File: src/rtl/tinyml_pkg.sv
// Shared constants for the tinyml accelerator: opcodes and default datapath sizes.
package tinyml_pkg;

    // Opcode of the STORE class that launches the vector store engine.
    localparam logic [3:0] OPC_STORE = 4'h3;

    localparam int TINYML_DATA_WIDTH = 8;
    localparam int TINYML_ADDR_WIDTH = 24;
    localparam int TINYML_MAX_LEN    = 128;
    localparam int TINYML_LEN_WIDTH  = 10;

endpackage

File: src/rtl/store_v.sv
// Vector store engine: snapshots a result vector on start and streams it to
// byte-addressed memory one element per accepted write, then pulses done.
module store_v
    import tinyml_pkg::*;
#(
    parameter int DATA_WIDTH = TINYML_DATA_WIDTH,
    parameter int ADDR_WIDTH = TINYML_ADDR_WIDTH,
    parameter int MAX_LEN    = TINYML_MAX_LEN,
    parameter int LEN_WIDTH  = TINYML_LEN_WIDTH
) (
    input  logic                         clk,
    input  logic                         rst_n,
    input  logic                         start,
    input  logic        [ADDR_WIDTH-1:0] base_addr,
    input  logic        [LEN_WIDTH-1:0]  length,
    input  logic signed [DATA_WIDTH-1:0] vec_in [MAX_LEN],
    output logic                         mem_we,
    output logic        [ADDR_WIDTH-1:0] mem_addr,
    output logic        [DATA_WIDTH-1:0] mem_wdata,
    input  logic                         mem_ready,
    output logic                         busy,
    output logic                         done,
    output logic                         err
);

    localparam int IDX_WIDTH = (MAX_LEN > 1) ? $clog2(MAX_LEN) : 1;

    typedef enum logic [1:0] {
        ST_IDLE   = 2'd0,
        ST_WRITE  = 2'd1,
        ST_FINISH = 2'd2
    } state_e;

    state_e                       state_q, state_d;
    logic        [IDX_WIDTH-1:0]  idx_q, idx_d;
    logic        [LEN_WIDTH-1:0]  len_q, len_d;
    logic                         mem_we_q, mem_we_d;
    logic        [ADDR_WIDTH-1:0] mem_addr_q, mem_addr_d;
    logic        [DATA_WIDTH-1:0] mem_wdata_q, mem_wdata_d;
    logic                         busy_q, busy_d;
    logic                         done_q, done_d;
    logic                         err_q, err_d;
    logic signed [DATA_WIDTH-1:0] vec_q [MAX_LEN];

    logic                         vec_load_s;
    logic                         accept_s;
    logic                         last_s;
    logic        [IDX_WIDTH-1:0]  idx_inc_s;

    function automatic logic len_legal(input logic [LEN_WIDTH-1:0] len);
        return (len != {LEN_WIDTH{1'b0}}) && (len <= LEN_WIDTH'(MAX_LEN));
    endfunction

    assign accept_s  = mem_we_q & mem_ready;
    assign idx_inc_s = idx_q + IDX_WIDTH'(1);
    assign last_s    = (LEN_WIDTH'(idx_q) == (len_q - LEN_WIDTH'(1)));

    // Next-state and next-output logic; outputs are computed one cycle ahead so they leave registers.
    always_comb begin
        state_d     = state_q;
        idx_d       = idx_q;
        len_d       = len_q;
        mem_we_d    = 1'b0;
        mem_addr_d  = {ADDR_WIDTH{1'b0}};
        mem_wdata_d = {DATA_WIDTH{1'b0}};
        busy_d      = 1'b0;
        done_d      = 1'b0;
        err_d       = 1'b0;
        vec_load_s  = 1'b0;

        case (state_q)
            ST_IDLE: begin
                if (start) begin
                    vec_load_s = 1'b1;
                    len_d      = length;
                    idx_d      = {IDX_WIDTH{1'b0}};
                    if (len_legal(length)) begin
                        // vec_q is only loaded at this edge, so the first byte comes straight from vec_in.
                        state_d     = ST_WRITE;
                        mem_we_d    = 1'b1;
                        mem_addr_d  = base_addr;
                        mem_wdata_d = vec_in[0];
                        busy_d      = 1'b1;
                    end else begin
                        state_d = ST_FINISH;
                        done_d  = 1'b1;
                        err_d   = 1'b1;
                    end
                end else begin
                    state_d = ST_IDLE;
                end
            end

            ST_WRITE: begin
                if (accept_s) begin
                    if (last_s) begin
                        state_d = ST_FINISH;
                        done_d  = 1'b1;
                    end else begin
                        idx_d       = idx_inc_s;
                        mem_we_d    = 1'b1;
                        mem_addr_d  = mem_addr_q + ADDR_WIDTH'(1);
                        mem_wdata_d = vec_q[idx_inc_s];
                        busy_d      = 1'b1;
                    end
                end else begin
                    mem_we_d    = 1'b1;
                    mem_addr_d  = mem_addr_q;
                    mem_wdata_d = mem_wdata_q;
                    busy_d      = 1'b1;
                end
            end

            ST_FINISH: begin
                state_d = ST_IDLE;
            end

            default: begin
                state_d = ST_IDLE;
            end
        endcase
    end

    // Control and output registers.
    always_ff @(posedge clk or negedge rst_n) begin
        if (!rst_n) begin
            state_q     <= ST_IDLE;
            idx_q       <= {IDX_WIDTH{1'b0}};
            len_q       <= {LEN_WIDTH{1'b0}};
            mem_we_q    <= 1'b0;
            mem_addr_q  <= {ADDR_WIDTH{1'b0}};
            mem_wdata_q <= {DATA_WIDTH{1'b0}};
            busy_q      <= 1'b0;
            done_q      <= 1'b0;
            err_q       <= 1'b0;
        end else begin
            state_q     <= state_d;
            idx_q       <= idx_d;
            len_q       <= len_d;
            mem_we_q    <= mem_we_d;
            mem_addr_q  <= mem_addr_d;
            mem_wdata_q <= mem_wdata_d;
            busy_q      <= busy_d;
            done_q      <= done_d;
            err_q       <= err_d;
        end
    end

    // Vector snapshot; later changes on vec_in cannot disturb a transfer in flight.
    always_ff @(posedge clk or negedge rst_n) begin
        if (!rst_n) begin
            for (int i = 0; i < MAX_LEN; i++) begin
                vec_q[i] <= {DATA_WIDTH{1'b0}};
            end
        end else if (vec_load_s) begin
            vec_q <= vec_in;
        end else begin
            vec_q <= vec_q;
        end
    end

    assign mem_we    = mem_we_q;
    assign mem_addr  = mem_addr_q;
    assign mem_wdata = mem_wdata_q;
    assign busy      = busy_q;
    assign done      = done_q;
    assign err       = err_q;

endmodule

File: config.mk
export PLATFORM = sky130hd
export DESIGN_NAME = store_v
export DESIGN_NICKNAME = d
export VERILOG_FILES = /design/src/rtl/tinyml_pkg.sv /design/src/rtl/store_v.sv
export SDC_FILE = /design/constraint.sdc
export NUM_CORES = 2
export LEC_CHECK = 0
export CORE_AREA = 2 2 423 425
export CTS_CLUSTER_SIZE = 12
export DETAILED_ROUTE_END_ITERATION = 7
export DIE_AREA = 0 0 425 427
export GPL_TIMING_DRIVEN = 0
export PLACE_DENSITY = 0.53
export SYNTH_ARGS = -nofsm -noshare
export SYNTH_HDL_FRONTEND = slang
export SYNTH_SLANG_ARGS = --single-unit
File: constraint.sdc
create_clock -name clk -period 3.27 [get_ports clk]
set_input_delay 0.4905 -clock clk [delete_from_list [all_inputs] [get_ports clk]]
set_output_delay 0.4905 -clock clk [all_outputs]
set_load 0.005 [all_outputs]
==> metrics.txt <==
crit path time final 3.26 ns; Cell Pwr Density approximately 560 mW/mm^2; pin count of the biggest net entering global routing about 160; most common cell after layout, fill and taps aside nand2_1; Avg Cell Area, Syn 9.20 um^2; # clock sinks between 1,000 and 1,500; Clock Root Buffer clkbuf_16; worst path buffer plus inverter count 5; Crit path top cell by count buf_16; Area contributors post-synth dfrtp_1 (54%), nand2_1 (24%), mux4_2 (11%); Setup Crit Path Kind register to register; CORE AREA 0.177 mm^2; placed cells 8,869; Slew Viols, Final 0; Crit path arrival time 3.87 ns; Setup crit end mem_wdata[5]$_DFFE_PN0N_; vias in the first global route 46,000; CTS tree yes; drt drc 0; CP max stage delay 0.45 ns; Seq cells post-synth 1,078; Critical Path Sink Type register; WP depth 12; post-synthesis simple-gate area fraction 26.5%; cts bufs inserted 131; final instance area 0.0705 mm^2; Post-synth EDFFs 0; multiplexer share of the synthesized area 12.8%; crit path max fanout 10; Ports 1,098; period utilization 99.8%; maximum clock rate 306 MHz; first-pass GRT wire length 353,000 um; cell taking the most area after synthesis dfrtp_1; final total power ~40 mW; reg2reg end mem_wdata[5]$_DFFE_PN0N_; Worst slew margin between 2 and 2.5%; Reg clk slew, reported paths ~0.060 ns; gr usage total 27.9%; die height 427 um; WHS 0.266 ns; required time of the critical path 3.87 ns; Initial Util 28.0%; Synth Instances 5,402; Post-synth ARST share between 90% and 100%; Post-Layout Cell Count roughly 9,000; H-tree levels 4; DIE AREA between 0.15 and 0.2 mm^2; Cell variety after synth 74; sequential area share after synthesis a little over half; grt ovf 0; ANT nets after route 0; First-pass DRT Iterations 6; CP Cell Sequence ha_4 -> buf_12 -> buf_16 -> buf_4 -> buf_16 -> buf_8 -> mux4_2 -> nand2_1 -> nand3_1 -> nand4_1 -> and4_4 -> o21ai_1; die width 425 um; Setup Skew 0.0301 ns; initial antenna violation count 116; Syn. warnings 0; CP Launch Point idx_q[0]$_DFFE_PN0P_; commonest non-fill, non-tap cells in the layout nand2_1 (3,232), clkdlybuf4s50_1 (1,096), dfrtp_1 (1,076); port bufs 1,097; critical path's slowest cell dfrtp_2; share of the synthesized area in the top cell type 54.3%; Placer Congestion 0.958; maximum VDD drop roughly 0.45 mV; type of origin of the critical path register; Top FF cell, synth dfrtp_1; P_leak around 34 nW; outcome completed; final WL 260,000 um; R2R setup slack roughly 0.006 ns; worst flop-to-flop path startpoint idx_q[0]$_DFFE_PN0P_; DR iter-0 viols 3,970; clock network latency to the later pin of the worst-skew pair around 0.76 ns; final core utilization about two fifths; Setup-failing EPs final 0; via density per instance 4.91; adder-cell share of the synthesized area less than 1%; synthesized cell area 0.0497 mm^2; max-cap viol count 0; Max clock buf depth 3; Std-Cell Rows 155; RSZ-0062 raised after global routing true; HPWL after DPL 204,000 um; syn nets 6,467; layout cells sized above 1 10.8%; Via Count 45,300; Final Net Count 7,763; final hold vios 0; largest family of logic cells by synthesized area simple AND/OR/NAND/NOR gates; placed inst area 0.0640 mm^2; post-synthesis xor/xnor area fraction 0.410%; worst hold path class input port to asynchronous set/reset pin; Worst-Margin Slew about 1.5 ns; Area Growth Syn to Fin 41.9%; post-synthesis compound-gate area fraction 2.86%; Reg2Reg Depth 12; DR WL/cell 28.1 um; top cell family by delay on the critical path simple AND/OR/NAND/NOR gates
-- cells by family (layout without fill, tap and decap cells) --
| logic type | after synthesis | in the layout |
|---|---|---|
| AO/OA/AOI/OAI | 197 | 197 |
| XOR/XNOR | 17 | 17 |
| adder cells (fa/ha/maj) | 3 | 3 |
| buffers and inverters | 353 | 1746 |
| flip-flops | 1078 | 1078 |
| multiplexers | 335 | 335 |
| other | 0 | 81 |
| AND/OR/NAND/NOR | 3419 | 3419 |
-- report_power, final --
group          total, mW  internal (mW)  switching [mW]
registers           13.6           13.5           0.156
clock network       14.9           8.81            6.08
logic               11.3           4.71            6.61
-- metal layers --
layer	vias to the layer above	GRT usage (%)	share of wire, %	wire [um]
met2	1809	46.4	50	129000
met3	446	5.78	6.5	16800
met1	22800	34.0	39	101000
met4	48	15.2	4.6	12000
met5	-	0	0.12	299
li1	20200	-	-	-
-- how the worst min path moves through the flow --
| stage | end |
|---|---|
| floorplan | busy$_DFF_PN0_ |
| global placement | vec_q[910]$_DFFE_PN0P_ |
| detailed placement | mem_addr[11]$_DFFE_PN0N_ |
| CTS | vec_q[961]$_DFFE_PN0P_ |
| global route | vec_q[747]$_DFFE_PN0P_ |
| finish | mem_addr[11]$_DFFE_PN0N_ |
-- registers in the layout, indices dropped and copies added (netlist names) --
signal	cells
mem_addr	24
err	1
mem_wdata	8
vec_q	1024
state_q	2
len_q	10
idx_q	7
busy	1
done	1
-- stage by stage --
stage	TNS [ns]	setup WS (ns)
2_1_floorplan	0	0.603
3_3_place_gp	-	-49.67
3_5_place_dp	-346.76	-2.27
4_1_cts	-0.105	-0.0557
5_1_grt	-0.101	-0.0575
6_report	0	0.00600
-- synth_stat cells (7+ instances only) --
| cell | instances |
|---|---|
| a21oi_1 | 28 |
| a22oi_1 | 22 |
| a31oi_1 | 10 |
| a32o_1 | 12 |
| a32oi_1 | 8 |
| and3_1 | 16 |
| buf_1 | 29 |
| buf_2 | 44 |
| buf_4 | 21 |
| buf_6 | 7 |
| clkbuf_1 | 239 |
| dfrtp_1 | 1078 |
| inv_1 | 12 |
| mux2i_1 | 94 |
| mux4_2 | 240 |
| nand2_1 | 3233 |
| nand3_1 | 51 |
| nand4_1 | 20 |
| nor2_1 | 33 |
| nor3_1 | 19 |
| nor4_1 | 8 |
| o211ai_1 | 10 |
| o21ai_0 | 24 |
| o21ai_1 | 7 |
| o22ai_1 | 19 |
| o32ai_1 | 12 |
| or3_1 | 7 |
| xnor2_1 | 7 |
-- final cells by class --
| cell class | count | area, um^2 |
|---|---|---|
| tap | 2355 | 2950 |
| inverter | 13 | 48.8 |
| clock buffer | 199 | 3960 |
| timing repair buffer | 1168 | 11900 |
| antenna | 81 | 203 |
| sequential | 1078 | 27000 |
| fill | 17900 | 107000 |
| multi-input combinational | 3971 | 22000 |
| clock inverter | 31 | 338 |
| buffer | 335 | 2180 |
-- what timing repair did --
item,in CTS,in global routing
setup endpoints to repair,681,91
hold endpoints to repair,59,0
gates resized for setup,309,84
pin swaps,28,17
hold buffers,1,0
cloned,1,2
buffers inserted,27,25
(Power assumes the default switching activity.)
